### src/rtl/intr_pkg.sv
// Shared types and helpers for the interrupt controller: FSM state encoding,
// default sizing, and a lowest-index priority encoder.
package intr_pkg;

    typedef enum logic [1:0] {
        IDLE     = 2'd0,
        REQ      = 2'd1,
        WAIT_CLR = 2'd2,
        SERVICE  = 2'd3
    } state_t;

    localparam int NUM_SRC_DEF = 4;
    localparam int ID_W_DEF    = 3;

    // Index 0 wins; scanning downward lets the lowest set bit overwrite last.
    function automatic logic [2:0] prio_enc(input logic [7:0] vec);
        logic [2:0] idx;
        idx = 3'd0;
        for (int i = 7; i >= 0; i--) begin
            idx = vec[i] ? 3'(i) : idx;
        end
        return idx;
    endfunction

endpackage

### src/rtl/irq_sync_edge.sv
// Two-flop synchroniser for one asynchronous interrupt line, with a third
// flop so a rising edge becomes a single-cycle pulse.
module irq_sync_edge (
    input  logic clk,
    input  logic rst_n,
    input  logic async_in,
    output logic edge_out
);

    logic s1_r;
    logic s2_r;
    logic s3_r;

    // Synchroniser chain plus edge-detect delay stage.
    always_ff @(posedge clk or negedge rst_n) begin
        if (!rst_n) begin
            s1_r <= 1'b0;
            s2_r <= 1'b0;
            s3_r <= 1'b0;
        end else begin
            s1_r <= async_in;
            s2_r <= s1_r;
            s3_r <= s2_r;
        end
    end

    assign edge_out = s2_r & ~s3_r;

endmodule

### src/rtl/intr_ctrl.sv
// Interrupt controller: latches synchronised rising edges as pending, masks
// and prioritises them, and brackets one serviced source until RETIE.
module intr_ctrl
    import intr_pkg::*;
#(
    parameter int NUM_SRC = NUM_SRC_DEF,
    parameter int ID_W    = ID_W_DEF
) (
    input  logic               clk,
    input  logic               rst_n,
    input  logic [NUM_SRC-1:0] irq_in,
    input  logic               intr_en,
    input  logic               mask_ld,
    input  logic [NUM_SRC-1:0] mask_din,
    input  logic               pend_clr,
    input  logic               cu_ack,
    output logic               intr_req,
    output logic [ID_W-1:0]    src_id,
    output logic [NUM_SRC-1:0] pending,
    output logic               in_service
);

    logic [NUM_SRC-1:0] edge_s;
    logic [NUM_SRC-1:0] pend_r;
    logic [NUM_SRC-1:0] mask_r;
    logic [NUM_SRC-1:0] elig_s;
    logic [NUM_SRC-1:0] ack_clr_s;
    logic [NUM_SRC-1:0] pend_nxt_s;
    logic [2:0]         win_s;
    state_t             state_r;
    state_t             next_state_s;
    logic               intr_req_r;
    logic               req_nxt_s;
    logic               in_service_r;
    logic               insvc_nxt_s;
    logic [ID_W-1:0]    src_id_r;
    logic [ID_W-1:0]    src_nxt_s;

    for (genvar g = 0; g < NUM_SRC; g++) begin : g_sync
        irq_sync_edge u_sync (
            .clk      (clk),
            .rst_n    (rst_n),
            .async_in (irq_in[g]),
            .edge_out (edge_s[g])
        );
    end

    assign elig_s = pend_r & mask_r;
    assign win_s  = prio_enc(8'(elig_s));

    // Serviced-bit clear: only an ack taken while requesting counts.
    always_comb begin
        ack_clr_s = {NUM_SRC{1'b0}};
        for (int i = 0; i < NUM_SRC; i++) begin
            ack_clr_s[i] = (state_r == REQ) && cu_ack && (src_id_r == ID_W'(i));
        end
    end

    // Pending update; later assignments win, so edge set beats both clears.
    always_comb begin
        pend_nxt_s = pend_r & ~ack_clr_s;
        if (pend_clr) begin
            pend_nxt_s = {NUM_SRC{1'b0}};
        end else begin
            pend_nxt_s = pend_nxt_s;
        end
        pend_nxt_s = pend_nxt_s | edge_s;
    end

    // Pending and mask registers.
    always_ff @(posedge clk or negedge rst_n) begin
        if (!rst_n) begin
            pend_r <= {NUM_SRC{1'b0}};
            mask_r <= {NUM_SRC{1'b0}};
        end else begin
            pend_r <= pend_nxt_s;
            mask_r <= mask_ld ? mask_din : mask_r;
        end
    end

    // FSM state register.
    always_ff @(posedge clk or negedge rst_n) begin
        if (!rst_n) begin
            state_r <= IDLE;
        end else begin
            state_r <= next_state_s;
        end
    end

    // FSM next state; an ack in the same cycle as an enable drop is still taken.
    always_comb begin
        next_state_s = state_r;
        case (state_r)
            IDLE:     if (intr_en && (elig_s != {NUM_SRC{1'b0}})) next_state_s = REQ;
                      else next_state_s = IDLE;
            REQ:      if (cu_ack) next_state_s = WAIT_CLR;
                      else if (!intr_en) next_state_s = IDLE;
                      else next_state_s = REQ;
            WAIT_CLR: if (!intr_en) next_state_s = SERVICE;
                      else next_state_s = WAIT_CLR;
            SERVICE:  if (intr_en) next_state_s = IDLE;
                      else next_state_s = SERVICE;
            default:  next_state_s = IDLE;
        endcase
    end

    // FSM outputs, computed as next values and registered below.
    always_comb begin
        req_nxt_s   = intr_req_r;
        insvc_nxt_s = in_service_r;
        src_nxt_s   = src_id_r;
        case (state_r)
            IDLE: begin
                if (intr_en && (elig_s != {NUM_SRC{1'b0}})) begin
                    req_nxt_s = 1'b1;
                    src_nxt_s = ID_W'(win_s);
                end else begin
                    req_nxt_s = 1'b0;
                end
            end
            REQ: begin
                if (cu_ack) begin
                    req_nxt_s   = 1'b0;
                    insvc_nxt_s = 1'b1;
                end else if (!intr_en) begin
                    req_nxt_s = 1'b0;
                end else begin
                    req_nxt_s = 1'b1;
                end
            end
            WAIT_CLR: insvc_nxt_s = 1'b1;
            SERVICE: begin
                if (intr_en) begin
                    insvc_nxt_s = 1'b0;
                end else begin
                    insvc_nxt_s = 1'b1;
                end
            end
            default: begin
                req_nxt_s   = 1'b0;
                insvc_nxt_s = 1'b0;
            end
        endcase
    end

    // Registered outputs.
    always_ff @(posedge clk or negedge rst_n) begin
        if (!rst_n) begin
            intr_req_r   <= 1'b0;
            in_service_r <= 1'b0;
            src_id_r     <= {ID_W{1'b0}};
        end else begin
            intr_req_r   <= req_nxt_s;
            in_service_r <= insvc_nxt_s;
            src_id_r     <= src_nxt_s;
        end
    end

    assign intr_req   = intr_req_r;
    assign in_service = in_service_r;
    assign src_id     = src_id_r;
    assign pending    = pend_r;

endmodule
### config.mk
export PLATFORM = sky130hd
export DESIGN_NAME = intr_ctrl
export DESIGN_NICKNAME = d
export VERILOG_FILES = /design/src/rtl/intr_pkg.sv /design/src/rtl/irq_sync_edge.sv /design/src/rtl/intr_ctrl.sv
export SDC_FILE = /design/constraint.sdc
export NUM_CORES = 1
export LEC_CHECK = 0
export BUFFER_PORTS_ARGS = -buffer_cell sky130_fd_sc_hd__clkbuf_2
export CORE_MARGIN = 4
export CORE_UTILIZATION = 33
export DETAILED_ROUTE_END_ITERATION = 10
export GPL_TIMING_DRIVEN = 1
export PLACE_DENSITY_LB_ADDON = 0.08
export SYNTH_ARGS = -nofsm -noshare
export SYNTH_HDL_FRONTEND = slang
export SYNTH_HIERARCHICAL = 1
export SYNTH_SLANG_ARGS = --single-unit
### constraint.sdc
create_clock -name clk -period 1.6 [get_ports clk]
set_clock_uncertainty 0.2 [all_clocks]
set_input_delay 0.16 -clock clk [delete_from_list [all_inputs] [get_ports clk]]
set_output_delay 0.16 -clock clk [all_outputs]
set_load 0.005 [all_outputs]
# Word-level counts from Yosys, hierarchy flattened
# Index checks and enable logic that the tools add are counted.
[word_totals]
in_bits = 14
regBits = 27
wordCells = 68
[classes]
mux = 18
reduce_logical = 13
n_eq_ne = 7
bitwise_logic = 12
[op_table]
columns = ["cell", "count"]
rows = [
  ["2-bit two-way mux", 6],
  ["4-bit AND", 2],
  ["1-bit two-way mux", 8],
  ["2-bit one-hot mux with 4 select lines", 1],
  ["3-bit by 2-bit == test with 1-bit output (second input constant)", 2],
  ["1-bit logical AND", 6],
  ["1-bit AND", 4],
  ["2-bit == test (second input constant)", 2],
  ["4-bit two-way mux", 1],
  ["1-bit NOT", 4],
  ["4-bit NOT", 1],
  ["4-bit bitwise OR", 1],
  ["2-bit AND reduction", 2],
  ["4-bit nonzero test", 1],
  ["3-bit by 1-bit == test with 1-bit output (second input constant)", 1],
  ["3-bit zero test", 1],
  ["1-bit one-hot mux with 3 select lines", 1],
  ["3-bit nonzero test", 1],
  ["2-bit by 1-bit == test with 1-bit output (second input constant)", 1],
  ["2-bit zero test", 1],
  ["2-bit inequality test (second input constant)", 1],
  ["1-bit one-hot mux with 2 select lines", 1],
  ["2-bit nonzero test", 1],
]

# Longest topological paths before layout
# Gate-level depths: netlist of run 1.
[logic_depth]
depth_word = 7
mapped_depth = 3

# Hierarchy
# The synthesis of run 1 kept the hierarchy.
[modules_own_cells]
columns = ["module", "cells_per_inst", "n_inst", "area_per_inst_um2"]
rows = [
  ["intr_ctrl", 56, 1, 630.6],
  ["irq_sync_edge", 4, 4, 88.8],
]

# Least setup slack after synthesis of run 1
# Ideal clock, no wire load.
[synth_path]
kind = "register to register"
startpoint = "register pend_r[3] (netlist: pending[3])"
endpoint = "register state_r[0]"
required_ns = 1.268
path_stages_with_launch = 4
setup_slack_ns = 0.294
arrival_ns = 0.974
cell_sequence = "dfrtp_1 -> a22o_1 -> o311ai_1 -> o21ai_1"
[synth_via]
elab_chain_len = 5
[synth_rtl]
columns = ["item", "line_no", "text"]
rows = [
  ["start, declared", "intr_ctrl.sv:24", "logic [NUM_SRC-1:0] pend_r;"],
  ["start signal, assigned", "intr_ctrl.sv:73", "pend_r <= {NUM_SRC{1'b0}};"],
  ["start signal, assigned", "intr_ctrl.sv:76", "pend_r <= pend_nxt_s;"],
  ["4-bit AND", "intr_ctrl.sv:48", "assign elig_s = pend_r & mask_r;"],
  ["4-bit nonzero test", "intr_ctrl.sv:94", "IDLE: if (intr_en && (elig_s != {NUM_SRC{1'b0}})) next_state_s = REQ;"],
  ["1-bit logical AND", "intr_ctrl.sv:94", ""],
  ["1-bit two-way mux", "intr_ctrl.sv:94", ""],
  ["2-bit one-hot mux with 4 select lines", "intr_ctrl.sv:93", "case (state_r)"],
  ["net next_state_s[0]", "intr_ctrl.sv:31", "state_t next_state_s;"],
  ["end signal, assigned", "intr_ctrl.sv:86", "state_r <= next_state_s;"],
  ["end, declared", "intr_ctrl.sv:30", "state_t state_r;"],
]
# The timed path passes the listed nets, and every way through them passes these cells.
# A chain may end at the register's enable or synchronous reset.

# Final worst setup path of run 1
[layout_path]
startpoint = "input port mask_din[0]"
endpoint = "register mask_r[0]"
[layout_rtl]
columns = ["item", "line_no", "text"]
rows = [
  ["start, declared", "intr_ctrl.sv:14", "input logic [NUM_SRC-1:0] mask_din,"],
  ["end signal, assigned", "intr_ctrl.sv:74", "mask_r <= {NUM_SRC{1'b0}};"],
  ["end signal, assigned", "intr_ctrl.sv:77", "mask_r <= mask_ld ? mask_din : mask_r;"],
  ["end, declared", "intr_ctrl.sv:25", "logic [NUM_SRC-1:0] mask_r;"],
]
# No word-level cell between the ends.

==> impl_metrics.ini, run 1 <==
[worst_setup_path]
crit_end = mask_r[0]
r2r_end = mask_r[0]
worstSetupStartpointType = input port
cp.required_ns = 1.62
startpoint = mask_din[0]
cp-end-kind = register
r2r_cells = 2
arrival_ns = 1.59
reg2reg_slack_ns = 0.05
criticalPathCategory = in -> reg
path_max_fanout = 1
r2r-start = mask_r[0]

[floorplanning]
die_area_um2 = 3926
die_x_um = 62.66
initial_core_util_pct = 35.15
core_area_um2 = 2805
die-height_um = 62.66
row_count = 19
ios = 23

[final_layout]
area_delta_synth_final_pct = 34.14
stdcell_area_um2 = 1323
drive_gt1_share_pct = 30.36
diodes = 0
nets = 127

[yosys]
syn_area_per_cell_um2 = 13.69
synthTopCellsByArea = dfrtp_1 66%, nor2b_4 5.6%, mux2_2 4.6%, a21oi_1 3.0%, nand2_1 2.7%
yosysMostFrequentCell = dfrtp_1
syn_nets = 86
synthXorXnorAreaFrac_pct = 0
synth-async-reset-ratio_pct = 100.0
seq_area_frac_synth_pct = 65.99
synth_simple_gate_area_share_pct = 13.20
synth_fa_ha_area_share_pct = 0
synth_top_area_share_pct = 65.99
synth_top_family_by_area = compound AO/OA/AOI/OAI gates
synth_cells = 72
synth_compound_area_share_pct = 13.58
synth_edf_count = 0
synth_seq_cells = 26
ys.flop_type = dfrtp_1
ys_types = 22
synth_area_um2 = 985.9
synth_common_cells = 26 x dfrtp_1, 7 x nand2_1, 6 x a21oi_1
synth_mux_area_share_pct = 4.569
yosysWarnings = 6
yosys.area.top_type = dfrtp_1

[sta]
tightest_slew_ns = 0.6274
max_freq_ghz = 0.6390
layout_min_cycle_time_ns = 1.565
maxSlewHeadroom_pct = 58.17
drv_slew = 0
setup_tns_ns = 0
rsz0062_at_grt = no
finalHoldViolations = 0
finalSetupViolCount = 0
whs_ns = 0.1629
fin_crit_sh_pct = 97.81

[grt]
gr-total-overflow = 0
grt_max_degree = 27
antenna_found_initial = 0
grt_pass1_wl_mm = 3.353
grt_pass1_vias = 741
grt_util_all_layers_pct = 11.03

[power]
power.clock.fraction_pct = 21.5
p_leak_nw = 0.6282
switching_share_pct = 29.65
vdd_drop_max_mv = 0.4254
power.sequential.fraction_pct = 56.8
cell_internal_pwr_mw = 1.088
switching_power_mw = 0.4586
p_per_area_nw_per_um2 = 1170
combPwrFrac_pct = 21.7

[route]
via_per_inst = 4.853
wl_per_cell_um = 12.97
wl_met2_um = 790
drtPass1Iterations = 4
drtAntennaViolNets = 0
wirelength_met1_um = 908
route.detailed.drc = 0
drt_wl_total_mm = 1.855
drtIter0Drc = 14
num_vias = 694
dr_wl_met3_um = 113
top_layer = met4

[clocking]
clk_pin_slew_ns = 0.14
cts_sinks = 26
cts_htree_levels = 1
cts_tree = done
clkLatencyLatePin_ns = 0.33
clk_path_buf_depth = 2
numCtsBuffers = 3
clock_tree.root_cell = clkbuf_4

[placement]
hpwl_mm = 1.307
io_buffers = 21
gp_congestion = 0.8226
place_area_um2 = 1122

[job]
max_cap_viol_count = 0

[run_status]
status = complete, no violations

[worst_hold_path]
hold_class = in -> async
==> routing by layer <==
metal / up-vias / global-route usage (%)
met5: - / 0
met4: 0 / 5.785
met3: 5 / 3.058
met2: 24 / 16.25
met1: 331 / 14.71
li1: 334 / -
==> logic make-up (layout without fill, tap and decap cells) <==
logic type / after synthesis / in the layout
flops: 26 / 26
compound gates: 19 / 19
other cells: 1 / 1
mux: 4 / 4
buf+inv: 5 / 45
simple gates: 17 / 17
==> worst max-delay path, stage by stage <==
cell and delay [ns]:
dlygate4sd3_1 0.53, clkbuf_2 0.10, mux2_2 0.24, dlygate4sd3_1 0.55
==> layout by cell type (no fill, tap or decap) <==
master,instances
dfrtp_1,26
clkbuf_2,21
dlygate4sd3_1,16
nand2_1,7
a21oi_1,6
inv_1,4
nor2b_4,4
a22o_1,3
mux2_2,3
clkbuf_4,3
o311ai_1,2
o21ai_1,2
a31o_1,2
a31oi_1,1
and4bb_1,1
nand4b_1,1
nor3_1,1
nor2_1,1
o211ai_1,1
nand2b_1,1
nor3b_2,1
a2bb2oi_1,1
a32o_1,1
mux2_4,1
conb_1,1
clkbuf_8,1
==> flip-flops by register name (all words and copies together), names as in the netlist <==
| signal | flops |
|---|---|
| g_sync.u_sync/s2_r | 4 |
| state_r | 2 |
| pending | 4 |
| src_id | 2 |
| intr_req | 1 |
| g_sync.u_sync/s1_r | 4 |
| g_sync.u_sync/s3_r | 4 |
| mask_r | 4 |
| in_service | 1 |
==> power groups by stage <==
stage | Combinational, mW | Sequential, mW | Clock (mW)
2_1_floorplan | 0.177 | 0.873 | 0
3_3_place_gp | 0.303 | 0.892 | 0
3_5_place_dp | 0.300 | 0.894 | 0
4_1_cts | 0.339 | 0.881 | 0.348
5_1_grt | 0.382 | 0.906 | 0.382
6_report | 0.335 | 0.879 | 0.333
==> stage by stage <==
step | worst slack (ns) | total power [mW] | std cells | util (%)
2_1_floorplan | 0.2942 | 1.050 | 72 | -
4_1_cts | 0.05154 | 1.567 | 143 | 47.01
6_report | 0.03500 | 1.547 | 143 | 47.15
3_3_place_gp | 0.2734 | 1.195 | 123 | 40.01
3_5_place_dp | 0.2543 | 1.194 | 123 | 40.01
5_1_grt | 0.02034 | 1.669 | 143 | 47.15
==> worst min path at each step <==
stage / endpoint / slack [ns] / cells past startpoint
5_1_grt: g_sync[3].u_sync/s2_r / 0.18 / 0
6_report: pending[0] / 0.16 / 2
4_1_cts: g_sync[3].u_sync/s2_r / 0.17 / 0
3_5_place_dp: g_sync[0].u_sync/s2_r / 0.02 / 1
2_1_floorplan: g_sync[0].u_sync/s1_r / -0.34 / 0
3_3_place_gp: g_sync[0].u_sync/s2_r / 0.02 / 1
==> repair_timing <==
action	4_1_cts	5_1_grt
endpoints found under the setup margin	0	1
hold endpoints to repair	42	1
setup buffers	0	0
resized for setup	0	1
hold buffers	16	1
==> final cells by class <==
class / count / area [um2]
inverter: 4 / 15.01
tap: 31 / 38.79
timing repair buffer: 37 / 265.3
fill: 276 / 1483
clock buffer: 4 / 36.28
multi-input combinational: 41 / 316.6
sequential: 26 / 650.6
No activity file was read; power rests on OpenSTA's default activity.
==> run 2, diff against run 1 <==
Settings changed: PLACE_DENSITY_LB_ADDON 0.08 to unset.
==> run 2 against run 1 <==
Net effect:
- the run now ends with negative setup slack left
- global-route usage is 0.37 points lower
- sequential power is 0.9% higher
- utilization is 0.45 points higher
- combinational power hardly changed
- via count is 0.86% higher
- maximum frequency is 2.3% lower
- die area stayed put
- sequential share of layout area is 0.46 points lower
- non-clock buffer count stayed put
- largest power group unchanged
- highest routed layer unchanged
==> impl_metrics.ini, run 2 (synthesized netlist as in run 1, its figures left out) <==
[clocking]
clk_pin_slew_ns = 0.15
cts_sinks = 26
cts_htree_levels = 1
post_cts_resized = 0
cts_setup_buffers = 0
hold_buffers = 16
numCtsBuffers = 3
cts_tree = done
clkLatencyLatePin_ns = 0.32
clk_path_buf_depth = 2
clock_tree.root_cell = clkbuf_4

[sta]
layout_min_cycle_time_ns = 1.601
fin_crit_sh_pct = 100.1
max_freq_ghz = 0.6246
rsz0062_at_grt = no
drv_slew = 0
finalSetupViolCount = 1
final.setup.worst_slack_ns = -0.001046
maxSlewHeadroom_pct = 58.98
tightest_slew_ns = 0.6153
finalHoldViolations = 0

[route]
num_vias = 700
drtAntennaViolNets = 0
via_per_inst = 4.895
wl_per_cell_um = 13.15
drtIter0Drc = 13
drt_wl_total_mm = 1.881
route.detailed.drc = 0
drtPass1Iterations = 4

[worst_setup_path]
r2r_end = mask_r[2]
reg2reg_slack_ns = 0.05
cp-end-kind = register
cp.required_ns = 1.61
r2r-start = mask_r[2]
worstSetupStartpointType = input port
r2r_cells = 2
arrival_ns = 1.61
path_max_fanout = 1
criticalPathCategory = in -> reg

[placement]
io_buffers = 21
hpwl_mm = 1.292
gp_congestion = 0.7802
place_area_um2 = 1122

[final_layout]
area_delta_synth_final_pct = 35.41
fill_cells = 262
multi_input_area_um2 = 312.8
final_common_cell = dfrtp_1
layout_common_cells = 26 x dfrtp_1, 21 x clkbuf_2, 16 x dlygate4sd3_1, 7 x nand2_1, 6 x a21oi_1
drive_gt1_share_pct = 30.36
nets = 127
diodes = 0
stdcell_area_um2 = 1335
postLayoutCoreUtil_pct = 47.59
seqCellArea_um2 = 650.6

[floorplanning]
row_count = 19
ios = 23
initial_core_util_pct = 35.15
die-height_um = 62.66
die_area_um2 = 3926
die_x_um = 62.66
core_area_um2 = 2805

[grt]
gr-total-overflow = 0
grt_pass1_vias = 801
grt_pass1_wl_mm = 3.360
grt_util_all_layers_pct = 10.67
antenna_found_initial = 0
grt_max_degree = 27

[run_status]
status = finished with violations
violations = negative setup slack

[power]
p_leak_nw = 0.6309
p_per_area_nw_per_um2 = 1248
vdd_drop_max_mv = 0.7998

[job]
max_cap_viol_count = 0

[worst_hold_path]
hold_class = in -> async
[run 2: worst max-delay path: stages]
cell           delay (ns)
dlygate4sd3_1        0.54
clkbuf_2             0.10
mux2_2               0.25
dlygate4sd3_1        0.56
[run 2: layout make-up]
| type | count | area share, % |
|---|---|---|
| clock inverter | 1 | 2.249 |
| timing repair buffer | 37 | 19.87 |
| tap | 31 | 2.905 |
| inverter | 4 | 1.125 |
| multi-input combinational | 41 | 23.43 |
| clock buffer | 3 | 1.687 |
| sequential | 26 | 48.73 |
[run 2: worst max-delay path by stage]
stage                      startpoint    endpoint  slack, ns  cells after the start
after floorplan            pending[3]  state_r[0]       0.29                      3
after global placement     pending[3]  state_r[0]       0.28                      3
after detailed placement   pending[3]  state_r[0]       0.23                      3
after CTS                 mask_din[3]   mask_r[3]       0.02                      4
after global routing        mask_r[2]   mask_r[2]      0.005                      2
final                     mask_din[1]   mask_r[1]     -0.001                      4
[run 2: metal layers]
metal | up-vias | GRT usage [%] | part of all wire, %
li1 | 338 | - | -
met1 | 341 | 10.88 | 42
met2 | 19 | 19.57 | 51
met3 | 2 | 4.676 | 6.4
met4 | 0 | 3.030 | 0.90
met5 | - | 0 | 0
[run 2: through the flow]
stage / setup slack (ns) / TNS (ns) / cells / power [mW] / hold WS (ns)
final: -0.001046 / -0.001046 / 143 / 1.666 / 0.1579
after global routing: 0.005368 / 0 / 143 / 1.774 / 0.1817
after CTS: 0.02346 / 0 / 143 / 1.683 / 0.1676
after detailed placement: 0.2334 / 0 / 123 / 1.197 / 0.007836
after global placement: 0.2818 / 0 / 123 / 1.190 / 0.006178
after floorplan: 0.2942 / 0 / 72 / 1.050 / -0.3356
[run 2: where the power goes]
part | internal [mW] | switching [mW] | total, mW
Sequential | 0.761 | 0.126 | 0.887
Clock | 0.253 | 0.191 | 0.444
Combinational | 0.187 | 0.148 | 0.335
